**src/rtl/program_sequencer.sv**
```systemverilog
// Run controller for the instruction fetch path: start/init handshake, fetch gating, halt detect.
// Optional RUN-cycle watchdog enabled by defining SEQ_WATCHDOG_EN.
module program_sequencer #(
   parameter logic [8:0]  HALT_INST  = 9'h1FF,
   parameter int unsigned NUM_PROGS  = 3,
   parameter int unsigned MAX_CYCLES = 4096
) (
   input  logic        clk,
   input  logic        rst_n,
   input  logic        start,
   input  logic [7:0]  start_address,
   input  logic [8:0]  inst,
   input  logic        stall,
   output logic        init,
   output logic [7:0]  start_addr_out,
   output logic        fetch_unit_en,
   output logic        busy,
   output logic        done,
   output logic        all_done,
   output logic [1:0]  prog_id,
   output logic [15:0] cycle_count,
   output logic        timeout
);

   typedef enum logic [2:0] {StIdle, StInit, StWait, StRun, StDone} state_e;

`ifdef SEQ_WATCHDOG_EN
   localparam bit WdEn = 1'b1;
`else
   localparam bit WdEn = 1'b0;
`endif
   localparam logic [1:0]  LastProg = 2'(NUM_PROGS);
   localparam logic [15:0] WdLast   = 16'(MAX_CYCLES - 1);

   state_e state_q;
   logic   is_halt;
   logic   wd_hit;
   logic   can_start;
   logic   run_end;

   assign is_halt   = (inst == HALT_INST);
   assign wd_hit    = WdEn && (cycle_count == WdLast) && !is_halt;
   // Once every image has run, DONE refuses further starts.
   assign can_start = start && ((state_q == StIdle) ||
                                ((state_q == StDone) && (prog_id < LastProg)));
   assign run_end   = (state_q == StRun) && (is_halt || wd_hit);

   // Combinational so the instruction memory sees the halt/stall gate on the same edge.
   assign fetch_unit_en = (state_q == StRun) && !stall && !is_halt && !wd_hit;

   always_ff @(posedge clk) begin
      if (!rst_n) begin
         state_q        <= StIdle;
         init           <= 1'b0;
         start_addr_out <= '0;
         busy           <= 1'b0;
         done           <= 1'b0;
         all_done       <= 1'b0;
         prog_id        <= '0;
         cycle_count    <= '0;
`ifdef SEQ_WATCHDOG_EN
         timeout        <= 1'b0;
`endif
      end else begin
         init <= 1'b0;
         if (can_start) begin
            state_q        <= StInit;
            init           <= 1'b1;
            start_addr_out <= start_address;
            prog_id        <= prog_id + 2'd1;
            cycle_count    <= '0;
            busy           <= 1'b1;
            done           <= 1'b0;
            all_done       <= 1'b0;
`ifdef SEQ_WATCHDOG_EN
            timeout        <= 1'b0;
`endif
         end else begin
            unique case (state_q)
               StInit: state_q <= StWait;
               StWait: state_q <= StRun;
               StRun: begin
                  if (cycle_count != 16'hFFFF) begin
                     cycle_count <= cycle_count + 16'd1;
                  end
                  if (run_end) begin
                     state_q  <= StDone;
                     busy     <= 1'b0;
                     done     <= 1'b1;
                     all_done <= (prog_id == LastProg);
`ifdef SEQ_WATCHDOG_EN
                     timeout  <= wd_hit;
`endif
                  end
               end
               default: ;
            endcase
         end
      end
   end

`ifndef SEQ_WATCHDOG_EN
   assign timeout = 1'b0;
`endif

endmodule

```
**config.mk**
```make
export PLATFORM = sky130hd
export DESIGN_NAME = program_sequencer
export DESIGN_NICKNAME = d
export VERILOG_FILES = /design/src/rtl/program_sequencer.sv
export SDC_FILE = /design/constraint.sdc
export NUM_CORES = 1
export LEC_CHECK = 0
export BUFFER_PORTS_ARGS = -buffer_cell sky130_fd_sc_hd__buf_2
export CORE_MARGIN = 5
export CORE_UTILIZATION = 39
export DETAILED_ROUTE_END_ITERATION = 8
export PLACE_DENSITY_LB_ADDON = 0.12
export SYNTH_ARGS = -nofsm -noshare
export SYNTH_HDL_FRONTEND = slang
export SYNTH_SLANG_ARGS = --single-unit
```
**constraint.sdc**
```tcl
create_clock -name clk -period 3.6 [get_ports clk]
set_input_delay 0.18 -clock clk [delete_from_list [all_inputs] [get_ports clk]]
set_output_delay 0.18 -clock clk [all_outputs]
set_load 0.05 [all_outputs]
```
==> results.sh, run 1 <==
export IMPL_post_synth_and_or_nand_nor_area_fraction_pct=30.51
export IMPL_yosys_cell_types_count=43
export IMPL_clockPowerShare_pct=35.0
export IMPL_totalNegativeSetupSlack_ns=0
export IMPL_cts_hold_buf=0
export IMPL_initial_utilization_pct=40.81
export IMPL_share_of_the_yosys_chip_area_belonging_to_registers_pct=43.89
export IMPL_post_synth_cell_area_avg_um2=8.270
export IMPL_worst_setup_path_type="flip-flop to flip-flop"
export IMPL_final_fill_count=389
export IMPL_swShare_pct=28.84
export IMPL_type_of_the_tightest_min_delay_check="input pin to flip-flop"
export IMPL_layout_drive_gt1_share_pct=27.47
export IMPL_finalWorstPathRequiredPeriod_ns=1.939
export IMPL_drt_first_pass_iters=4
export IMPL_antenna_diode_count=0
export IMPL_setup_violations_final=0
export IMPL_grt_max_degree=17
export IMPL_report_final_slew_viol_count=0
export IMPL_cts_root_buf="clkbuf_8"
export IMPL_finalNetCount=255
export IMPL_synth_xor_xnor_area_share_pct=0.5819
export IMPL_dieWidth_um=72.13
export IMPL_floorplan_die_height_um=72.13
export IMPL_synth_top_cells_by_area="dfxtp_1 44%, nand2_1 8.2%, a21oi_1 6.7%"
export IMPL_postSynth_asyncResetShare_pct=0
export IMPL_kind_of_cell_with_the_highest_combined_delay_on_the_critical_path="simple AND/OR/NAND/NOR gates"
export IMPL_floorplan_core_area_um2=3689
export IMPL_io_pin_count=53
export IMPL_vdd_ir_drop_max_mv=0.2713
export IMPL_worstPathCellList="nand4_2 -> nor4_1 -> or3b_2 -> a21oi_1"
export IMPL_dp_hpwl_um=2720
export IMPL_netlist_area_before_placement_um2=1505
export IMPL_highest_count_cells_in_the_layout_ignoring_fill_and_taps="51 x buf_2, 33 x nand2_1, 33 x dfxtp_1"
export IMPL_cts_resized=0
export IMPL_die_area_um2=5202
export IMPL_required_ns=3.81
export IMPL_global_route_wire_length_before_repair_um=6072
export IMPL_power_share_combinational_pct=13.9
export IMPL_yosysWarnings=0
export IMPL_synth_area_mux_share_pct=1.330
export IMPL_cts_clk_slew_worst_paths_ns=0.07
export IMPL_timing_final_hold_violations=0
export IMPL_timing_critical_path_depth=4
export IMPL_clk_insertion_delay_late_ns=0.28
export IMPL_post_cts_setup_buffer_count=0
export IMPL_max_slew_margin_pct=41.27
export IMPL_p_int_mw=0.5415
export IMPL_ys_flop_type="dfxtp_1"
export IMPL_cts_tree="built"
export IMPL_endpoint_kind="flip-flop"
export IMPL_postSynthNetCount=205
export IMPL_timing_critical_path_arrival_ns=2.15
export IMPL_vias=1484
export IMPL_edff_count_synth=0
export IMPL_core_rowCount=22
export IMPL_critical_path_s_largest_stage_delay_ns=0.53
export IMPL_worst_path_max_fanout=9
export IMPL_area_growth_synth_to_final_pct=23.61
export IMPL_worst_reg2reg_path_length_in_cells=4
export IMPL_most_common_library_cell_in_the_layout_ignoring_fill_and_taps="buf_2"
export IMPL_cap_violations=0
export IMPL_critical_path_startpoint_type="flip-flop"
export IMPL_yosys_area_top_type="dfxtp_1"
export IMPL_ctsLongestPathBuffers=2
export IMPL_leakage_nw=0.7725
export IMPL_pwr_density_cell_nw_per_um2=409.0
export IMPL_cp_slowest_cell="nor4_1"
export IMPL_viasPerCell=5.281
export IMPL_finalWirelength_um=3673
export IMPL_cp_buffers_inverters=0
export IMPL_status="finished clean"
export IMPL_worst_max_slew_pin_slew_ns=0.8729
export IMPL_placement_cell_area_um2=1778
export IMPL_ys_seq_elements=33
export IMPL_fin_crit_sh_pct=53.85
export IMPL_buffer_ports_inserted=51
export IMPL_synth_compound_area_share_pct=17.71
export IMPL_p_switching_mw=0.2195
export IMPL_layout_cell_area_non_filler_um2=1861
export IMPL_first_global_vias=1385
export IMPL_first_iter_violations=82
export IMPL_number_of_buffers_created_by_cts=5
export IMPL_place_gp_congestion=0.7528
export IMPL_grt_setup_unrepaired="false"
export IMPL_synth_fa_ha_area_share_pct=1.663
export IMPL_antenna_found_initial=0
export IMPL_gr_total_overflow=0
export IMPL_detail_route_wl_per_cell_um=13.07
export IMPL_hold_path_cell_count=3
export IMPL_antenna_left=0
export IMPL_clock_tree_htree_level_count=2
export IMPL_synth_cells=182
export IMPL_synth_top_family_by_area="simple AND/OR/NAND/NOR gates"
export IMPL_drc=0
export IMPL_fin_worst_skew_ns=0.002031
export IMPL_global_route_usage_total_pct=14.42
export IMPL_pwr_share_seq_pct=51.1
export IMPL_maxClockFrequency_mhz=515.9
export IMPL_cts_sinks=33
export IMPL_yosys_area_top_type_share_pct=43.89
## worst reg2reg max path: stages (launching register included)
cell	delay, ns
dfxtp_1	0.43
nand4_2	0.27
nor4_1	0.54
or3b_2	0.49
a21oi_1	0.14
## final cells by class
| cell class | instances | area [um^2] | share of cell area [%] |
|---|---|---|---|
| Clock buffer | 6 | 72.57 | 3.900 |
| Clock inverter | 2 | 10.01 | 0.5380 |
| Inverter | 5 | 18.77 | 1.009 |
| Multi-Input combinational cell | 136 | 783.3 | 42.10 |
| Sequential cell | 33 | 660.6 | 35.51 |
| Tap cell | 48 | 60.06 | 3.228 |
| Timing Repair Buffer | 51 | 255.2 | 13.72 |
## sequential cells by signal, summed over array words and instances (netlist names)
signal,flops
all_done,1
busy,1
cycle_count,16
done,1
init,1
prog_id,2
start_addr_out,8
state_q,3
## metal layers
layer / wire length (um) / GRT usage, %
met1: 1811 / 18.83
met2: 1581 / 21.84
met3: 216 / 3.878
met4: 64 / 7.098
met5: 0 / 0
## logic make-up (layout without fill, tap and decap cells)
kind of cell / after synthesis / in the layout
AO/OA/AOI/OAI: 43 / 43
XOR/XNOR: 1 / 1
adder cells (fa/ha/maj): 2 / 2
buffers and inverters: 13 / 64
flip-flops: 33 / 33
multiplexers: 2 / 2
other: 1 / 1
AND/OR/NAND/NOR: 87 / 87
## through the flow
step | setup WS (ns) | power (mW) | util [%] | hold slack, ns | std cells
global placement | 1.765 | 0.5041 | 48.20 | 0.4267 | 273
finish | 1.661 | 0.7609 | 50.44 | 0.1294 | 281
detailed placement | 1.690 | 0.5036 | 48.20 | 0.4278 | 273
CTS | 1.672 | 0.7729 | 50.44 | 0.1246 | 281
global route | 1.498 | 0.7946 | 50.44 | 0.1411 | 281
floorplan | 1.376 | 0.4747 | - | 0.3160 | 182
## final timing paths
kind,startpoint,endpoint,slack (ns)
worst min-delay path,start_address[4],start_addr_out[4],0.13
worst max register to register,cycle_count[6],cycle_count[15],1.66
worst max-delay path,cycle_count[6],cycle_count[15],1.66
worst min register to register,start_addr_out[4],start_addr_out[4],0.45
## synthesized netlist by cell type (5+ instances only)
cell type  count
a21oi_1       20
nor3_1         7
o31ai_1        5
inv_1          5
or4_1          5
dfxtp_1       33
nand3_1        6
clkbuf_1       5
nand4_1        6
nand2_1       33
nor2_1        12
## power groups by stage
stage	clock, mW	sequential [mW]	combinational [mW]
2_1_floorplan	0	0.436	0.0391
3_3_place_gp	0	0.397	0.107
3_5_place_dp	0	0.397	0.107
4_1_cts	0.277	0.389	0.108
5_1_grt	0.289	0.390	0.115
6_report	0.266	0.389	0.106
(Power assumes the default switching activity.)
==> inputs of run 2 (changes only) <==
--- a/config.mk
+++ b/config.mk
@@ -5,6 +5,7 @@
 export SDC_FILE = /design/constraint.sdc
 export NUM_CORES = 1
 export LEC_CHECK = 0
+export ABC_AREA = 1
 export BUFFER_PORTS_ARGS = -buffer_cell sky130_fd_sc_hd__buf_2
 export CORE_MARGIN = 5
 export CORE_UTILIZATION = 39
==> constraint.sdc (replaced) <==
create_clock -name clk -period 1.85 [get_ports clk]
set_input_delay 0.0925 -clock clk [delete_from_list [all_inputs] [get_ports clk]]
set_output_delay 0.0925 -clock clk [all_outputs]
set_load 0.05 [all_outputs]
==> run 2 against run 1 <==
- worst hold slack got worse by 0.13 ns
- count of clock-buffer cells in the layout unchanged
- sequential power is 100% higher
- critical endpoint is now fetch_unit_en
==> results.sh, run 2 <==
export IMPL_edff_count_synth=0
export IMPL_grt_setup_unrepaired="false"
export IMPL_share_of_the_yosys_chip_area_belonging_to_registers_pct=41.67
export IMPL_finalNetCount=309
export IMPL_reg_largest_list="cycle_count x16, start_addr_out x8, state_q x3"
export IMPL_initial_utilization_pct=39.92
export IMPL_yosys_area_top_type="dfxtp_1"
export IMPL_critical_path_s_largest_stage_delay_ns=0.32
export IMPL_first_iter_violations=53
export IMPL_status="finished clean"
export IMPL_antenna_left=0
export IMPL_highest_count_cells_in_the_layout_ignoring_fill_and_taps="70 x nand2_1, 51 x buf_2, 31 x dfxtp_1"
export IMPL_worst_path_max_fanout=4
export IMPL_cp_buffers_inverters=3
export IMPL_yosys_cell_types_count=26
export IMPL_leakage_nw=0.9482
export IMPL_yosysWarnings=0
export IMPL_cp_slowest_cell="dfxtp_1"
export IMPL_viasPerCell=4.620
export IMPL_worstPathCellList="inv_1 -> nand2_1 -> nor2_1 -> nand2_1 -> or2_2 -> inv_1 -> buf_2"
export IMPL_fin_worst_skew_ns=0.003239
export IMPL_post_synth_top_count_cell="nand2_1"
export IMPL_layout_drive_gt1_share_pct=28.57
export IMPL_global_route_wire_length_before_repair_um=6320
export IMPL_timing_critical_path_depth=7
export IMPL_post_synth_most_frequent_cells="70 x nand2_1, 33 x dfxtp_1, 24 x nor2_1"
export IMPL_first_global_vias=1498
export IMPL_finalWorstPathRequiredPeriod_ns=1.648
export IMPL_antenna_found_initial=0
export IMPL_totalNegativeSetupSlack_ns=0
export IMPL_cts_tree="built"
export IMPL_postSynthNetCount=241
export IMPL_antenna_diode_count=0
export IMPL_netlist_area_before_placement_um2=1585
export IMPL_vias=1557
export IMPL_most_common_library_cell_in_the_layout_ignoring_fill_and_taps="nand2_1"
export IMPL_maxClockFrequency_mhz=606.8
export IMPL_pwr_density_cell_nw_per_um2=897.5
export IMPL_post_cts_setup_buffer_count=0
export IMPL_critical_path_startpoint_type="flip-flop"
export IMPL_timing_final_hold_violations=0
export IMPL_synth_top_cells_by_area="dfxtp_1 42%, nand2_1 17%, nor2_1 5.7%"
export IMPL_largest_reg_flops=16
export IMPL_floorplan_core_area_um2=3971
export IMPL_dieWidth_um=73.76
export IMPL_finalWirelength_um=3749
export IMPL_worst_reg2reg_path_length_in_cells=8
export IMPL_fin_crit_sh_pct=89.09
export IMPL_timing_reg2reg_setup_slack_ns=0.25
export IMPL_setup_violations_final=0
export IMPL_ys_seq_elements=33
export IMPL_clk_insertion_delay_late_ns=0.29
export IMPL_cap_violations=0
export IMPL_endpoint_kind="output port"
export IMPL_postSynth_asyncResetShare_pct=0
export IMPL_type_of_the_tightest_min_delay_check="input pin to flip-flop"
export IMPL_drc=0
export IMPL_clock_tree_htree_level_count=2
export IMPL_dp_hpwl_um=2843
export IMPL_cts_sinks=33
export IMPL_cts_root_buf="clkbuf_8"
export IMPL_min_delay_worst_endpoint="start_addr_out[2]"
export IMPL_ctsLongestPathBuffers=2
export IMPL_worst_hold_startpoint="start_address[2]"
export IMPL_global_route_usage_total_pct=15.35
export IMPL_drt_first_pass_iters=4
export IMPL_io_pin_count=53
export IMPL_grt_max_degree=17
export IMPL_gr_total_overflow=0
export IMPL_kind_of_cell_with_the_highest_combined_delay_on_the_critical_path="simple AND/OR/NAND/NOR gates"
export IMPL_report_final_slew_viol_count=0
export IMPL_number_of_buffers_created_by_cts=5
export IMPL_detail_route_wl_per_cell_um=11.12
export IMPL_post_synth_cell_area_avg_um2=7.272
export IMPL_most_flop_heavy_register="cycle_count"
export IMPL_finalNonFillerCells=337
export IMPL_buffer_ports_inserted=51
export IMPL_worst_setup_path_type="flip-flop to output port"
export IMPL_regToRegStartpoint="cycle_count[0]"
export IMPL_timing_critical_path_arrival_ns=1.56
export IMPL_area_growth_synth_to_final_pct=33.31
export IMPL_cts_clk_slew_worst_paths_ns=0.07
export IMPL_vdd_ir_drop_max_mv=0.5545
export IMPL_yosys_area_top_type_share_pct=41.67
export IMPL_synth_cells=218
export IMPL_core_rowCount=23
export IMPL_ys_flop_type="dfxtp_1"
export IMPL_floorplan_die_height_um=73.76
export IMPL_required_ns=1.76
export IMPL_place_gp_congestion=0.8730
export IMPL_worstReg2RegEnd="cycle_count[15]"
export IMPL_numPlacedInstances=323
export IMPL_die_area_um2=5440
export IMPL_hold_path_cell_count=2
==> run 2: cell count changes after synthesis, moves of 6 or more <==
cell	before	now
nand2_1	33	70
xor2_1	0	6
nor3_1	7	1
nor2_1	12	24
a22o_1	0	9
inv_1	5	15
==> run 2: how the worst max path moves through the flow <==
stage                                 end           start  slack, ns
after global placement    cycle_count[15]  cycle_count[0]       0.29
after CTS                   fetch_unit_en      state_q[2]       0.19
after global routing        fetch_unit_en      state_q[2]       0.05
after detailed placement  cycle_count[15]  cycle_count[0]       0.25
final                       fetch_unit_en      state_q[2]       0.20
after floorplan            cycle_count[3]  cycle_count[2]       0.02
==> run 2: stage by stage <==
stage                     area, um^2  util, %  power, mW  setup WS [ns]  hold slack, ns
after global placement          1933    48.68      1.181         0.2922          0.3017
after floorplan                 1588        -      1.081        0.01638          0.2182
after CTS                       2093    52.71      1.913         0.1879       0.0005760
final                           2113    53.21      1.897         0.2019        0.002256
after detailed placement        1933    48.68      1.182         0.2500          0.3054
after global routing            2113    53.21      1.988        0.04996         0.01165
==> run 2: worst register-to-register path, cell delays in order, from the launching register on <==
cell and delay (ns):
dfxtp_2 0.39, ha_1 0.20, nand2_1 0.11, nor2_4 0.15
nand2_2 0.10, o21ai_4 0.21, inv_2 0.17, nand2_1 0.12
a21oi_2 0.05
==> run 2: layer usage <==
metal / wire (um) / track usage (%) / vias up
met5: 0 / 0 / -
met4: 55 / 5.433 / 0
met3: 230 / 6.977 / 6
met1: 1643 / 16.72 / 673
met2: 1819 / 26.08 / 38
li1: - / - / 840
==> run 2: final cells by class <==
| class | count | area, um^2 |
|---|---|---|
| Clock buffer | 6 | 82.58 |
| Clock inverter | 2 | 37.54 |
| Fill cell | 399 | 1858 |
| Inverter | 18 | 67.56 |
| Multi-Input combinational cell | 162 | 817.0 |
| Sequential cell | 33 | 663.1 |
| Tap cell | 50 | 62.56 |
| Timing Repair Buffer | 66 | 382.9 |
==> run 2: cells by family after synthesis <==
logic type,synth area share [%]
compound gates,13.42
xor+xnor,4.420
simple gates,31.89
other cells,0.2366
flops,41.67
buf+inv,6.787
fa+ha+maj,1.578
==> run 2: where the power goes <==
group | total (mW) | switching [mW] | internal (mW)
logic | 0.381 | 0.262 | 0.120
clock network | 0.724 | 0.286 | 0.438
registers | 0.791 | 0.0309 | 0.760
total | 1.90 | 0.579 | 1.32
==> run 2: timing repair <==
action,4_1_cts,5_1_grt
resized for setup,0,0
endpoints found under the hold margin,4,2
hold buffers,4,2
endpoints found under the setup margin,0,0
==> inputs of run 3 (changes only) <==
--- a/config.mk
+++ b/config.mk
@@ -6,10 +6,12 @@
 export NUM_CORES = 1
 export LEC_CHECK = 0
 export ABC_AREA = 1
-export BUFFER_PORTS_ARGS = -buffer_cell sky130_fd_sc_hd__buf_2
+export CELL_PAD_IN_SITES_DETAIL_PLACEMENT = 2
+export CELL_PAD_IN_SITES_GLOBAL_PLACEMENT = 2
 export CORE_MARGIN = 5
-export CORE_UTILIZATION = 39
+export CORE_UTILIZATION = 33
 export DETAILED_ROUTE_END_ITERATION = 8
+export DONT_BUFFER_PORTS = 1
 export PLACE_DENSITY_LB_ADDON = 0.12
 export SYNTH_ARGS = -nofsm -noshare
 export SYNTH_HDL_FRONTEND = slang
==> run 3 against run 2 <==
- via count grew 1.1%
- worst setup slack got worse by 0.055 ns
- total power fell by 1.4%
- cell count is 8.3% lower
- combinational power shrank 29%
==> results.sh, run 3 (synthesis gave the netlist of run 2 again) <==
export IMPL_grt_max_degree=17
export IMPL_type_of_the_tightest_min_delay_check="input pin to flip-flop"
export IMPL_worst_setup_path_type="flip-flop to output port"
export IMPL_worst_max_slew_pin_slew_ns=0.5371
export IMPL_placement_cell_area_um2=1788
export IMPL_floorplan_die_height_um=79.31
export IMPL_first_iter_violations=26
export IMPL_antenna_found_initial=0
export IMPL_vdd_ir_drop_max_mv=0.4799
export IMPL_floorplan_core_area_um2=4692
export IMPL_max_slew_margin_pct=64.14
export IMPL_buffer_ports_inserted=0
export IMPL_drc=0
export IMPL_timing_final_hold_violations=0
export IMPL_viasPerCell=5.094
export IMPL_finalWirelength_um=5506
export IMPL_layout_cell_area_non_filler_um2=2018
export IMPL_cts_clk_slew_worst_paths_ns=0.07
export IMPL_most_flop_heavy_register="cycle_count"
export IMPL_worst_path_max_fanout=4
export IMPL_required_ns=1.76
export IMPL_global_route_wire_length_before_repair_um=8873
export IMPL_reg_largest_list="cycle_count x16, start_addr_out x8, state_q x3"
export IMPL_cp_slowest_cell="dfxtp_1"
export IMPL_finalNetCount=277
export IMPL_p_switching_mw=0.6106
export IMPL_area_growth_synth_to_final_pct=27.31
export IMPL_ctsLongestPathBuffers=2
export IMPL_cap_violations=0
export IMPL_critical_path_s_largest_stage_delay_ns=0.32
export IMPL_io_pin_count=53
export IMPL_leakage_nw=0.7958
export IMPL_setup_violations_final=0
export IMPL_totalNegativeSetupSlack_ns=0
export IMPL_finalWorstPathRequiredPeriod_ns=1.703
export IMPL_clockPowerShare_pct=37.7
export IMPL_antenna_diode_count=0
export IMPL_pwr_density_cell_nw_per_um2=926.9
export IMPL_report_final_slew_viol_count=0
export IMPL_fin_crit_sh_pct=92.07
export IMPL_cts_sinks=33
export IMPL_grt_setup_unrepaired="false"
export IMPL_most_common_library_cell_in_the_layout_ignoring_fill_and_taps="nand2_1"
export IMPL_clk_insertion_delay_late_ns=0.29
export IMPL_maxClockFrequency_mhz=587.1
export IMPL_initial_utilization_pct=33.79
export IMPL_kind_of_cell_with_the_highest_combined_delay_on_the_critical_path="simple AND/OR/NAND/NOR gates"
export IMPL_largest_reg_flops=16
export IMPL_gr_total_overflow=0
export IMPL_antenna_left=0
export IMPL_pwr_share_seq_pct=47.9
export IMPL_clock_tree_htree_level_count=2
export IMPL_cts_tree="built"
export IMPL_first_global_vias=1821
export IMPL_die_area_um2=6290
export IMPL_cp_buffers_inverters=3
export IMPL_swShare_pct=32.64
export IMPL_worstPathCellList="inv_1 -> nand2_1 -> nor2_4 -> nand2_1 -> or2_2 -> inv_1 -> buf_4"
export IMPL_fin_worst_skew_ns=0.003848
export IMPL_critical_path_startpoint_type="flip-flop"
export IMPL_global_route_usage_total_pct=18.69
export IMPL_timing_critical_path_arrival_ns=1.61
export IMPL_dp_hpwl_um=4145
export IMPL_detail_route_wl_per_cell_um=17.82
export IMPL_endpoint_kind="output port"
export IMPL_number_of_buffers_created_by_cts=5
export IMPL_p_int_mw=1.260
export IMPL_vias=1574
export IMPL_layout_drive_gt1_share_pct=18.82
export IMPL_drt_first_pass_iters=4
export IMPL_highest_count_cells_in_the_layout_ignoring_fill_and_taps="70 x nand2_1, 31 x dfxtp_1, 25 x buf_4"
export IMPL_place_gp_congestion=0.7965
export IMPL_totalPowerFinal_mw=1.871
export IMPL_dieWidth_um=79.31
export IMPL_core_rowCount=25
export IMPL_status="finished clean"
export IMPL_cts_root_buf="clkbuf_8"
export IMPL_power_share_combinational_pct=14.4
## run 3: changes by cell type in the layout (fill, tap and decap cells not counted), sizes merged
cell | before | now
dlygate4sd3 | 6 | 9
buf | 60 | 25
clkbuf | 6 | 5
clkinv | 1 | 2
## run 3: what timing repair did
action,in CTS,in global routing
pin swaps,0,1
buffers inserted,0,2
resized for setup,1,3
setup endpoints to repair,1,10
hold endpoints to repair,9,0
hold buffers,9,0
## run 3: final timing paths
| kind | from | end | slack [ns] | depth (start not counted) |
|---|---|---|---|---|
| worst max-delay path | state_q[2] | fetch_unit_en | 0.15 | 7 |
| worst min register to register | state_q[0] | state_q[0] | 0.54 | 3 |
| worst max register to register | cycle_count[0] | cycle_count[8] | 0.20 | 8 |
| worst min-delay path | rst_n | state_q[0] | 0.04 | 4 |
## run 3: through the flow
stage	utilization [%]	worst slack [ns]	cells	hold WS, ns
finish	43.01	0.1467	309	0.03764
global route	43.01	0.05652	309	0.05061
CTS	42.53	0.05795	307	0.02273
detailed placement	38.11	0.1673	290	0.2285
global placement	38.11	0.2977	290	0.2195
floorplan	-	0.01638	218	0.2182
## run 3: per-layer routing
layer / routed length [um] / GRT usage, % / vias to the layer above
met5: 0 / 0 / -
met4: 78 / 6.529 / 0
met3: 360 / 6.689 / 7
met2: 3022 / 36.62 / 38
met1: 2044 / 17.60 / 756
li1: - / - / 773
## run 3: cell type report
cell class	count	area, um^2
Clock buffer	5	68.82
Clock inverter	3	46.29
Fill cell	549	2674
Inverter	18	70.07
Multi-Input combinational cell	162	824.5
Sequential cell	33	663.1
Tap cell	54	67.56
Timing Repair Buffer	34	277.8
## run 3: power groups by stage
stage	registers, mW	logic [mW]	clock network, mW
2_1_floorplan	0.940	0.141	0
3_3_place_gp	0.909	0.229	0
3_5_place_dp	0.912	0.242	0
4_1_cts	0.896	0.260	0.715
5_1_grt	0.901	0.297	0.758
6_report	0.897	0.269	0.705
## run 3: worst register-to-register path, delay by kind of cell (launching register included)
kind,cells,cell delay (ns)
adder cells (fa/ha/maj),1,0.19
buffers and inverters,1,0.19
AND/OR/NAND/NOR,4,0.49
flip-flops,1,0.34
AO/OA/AOI/OAI,2,0.36
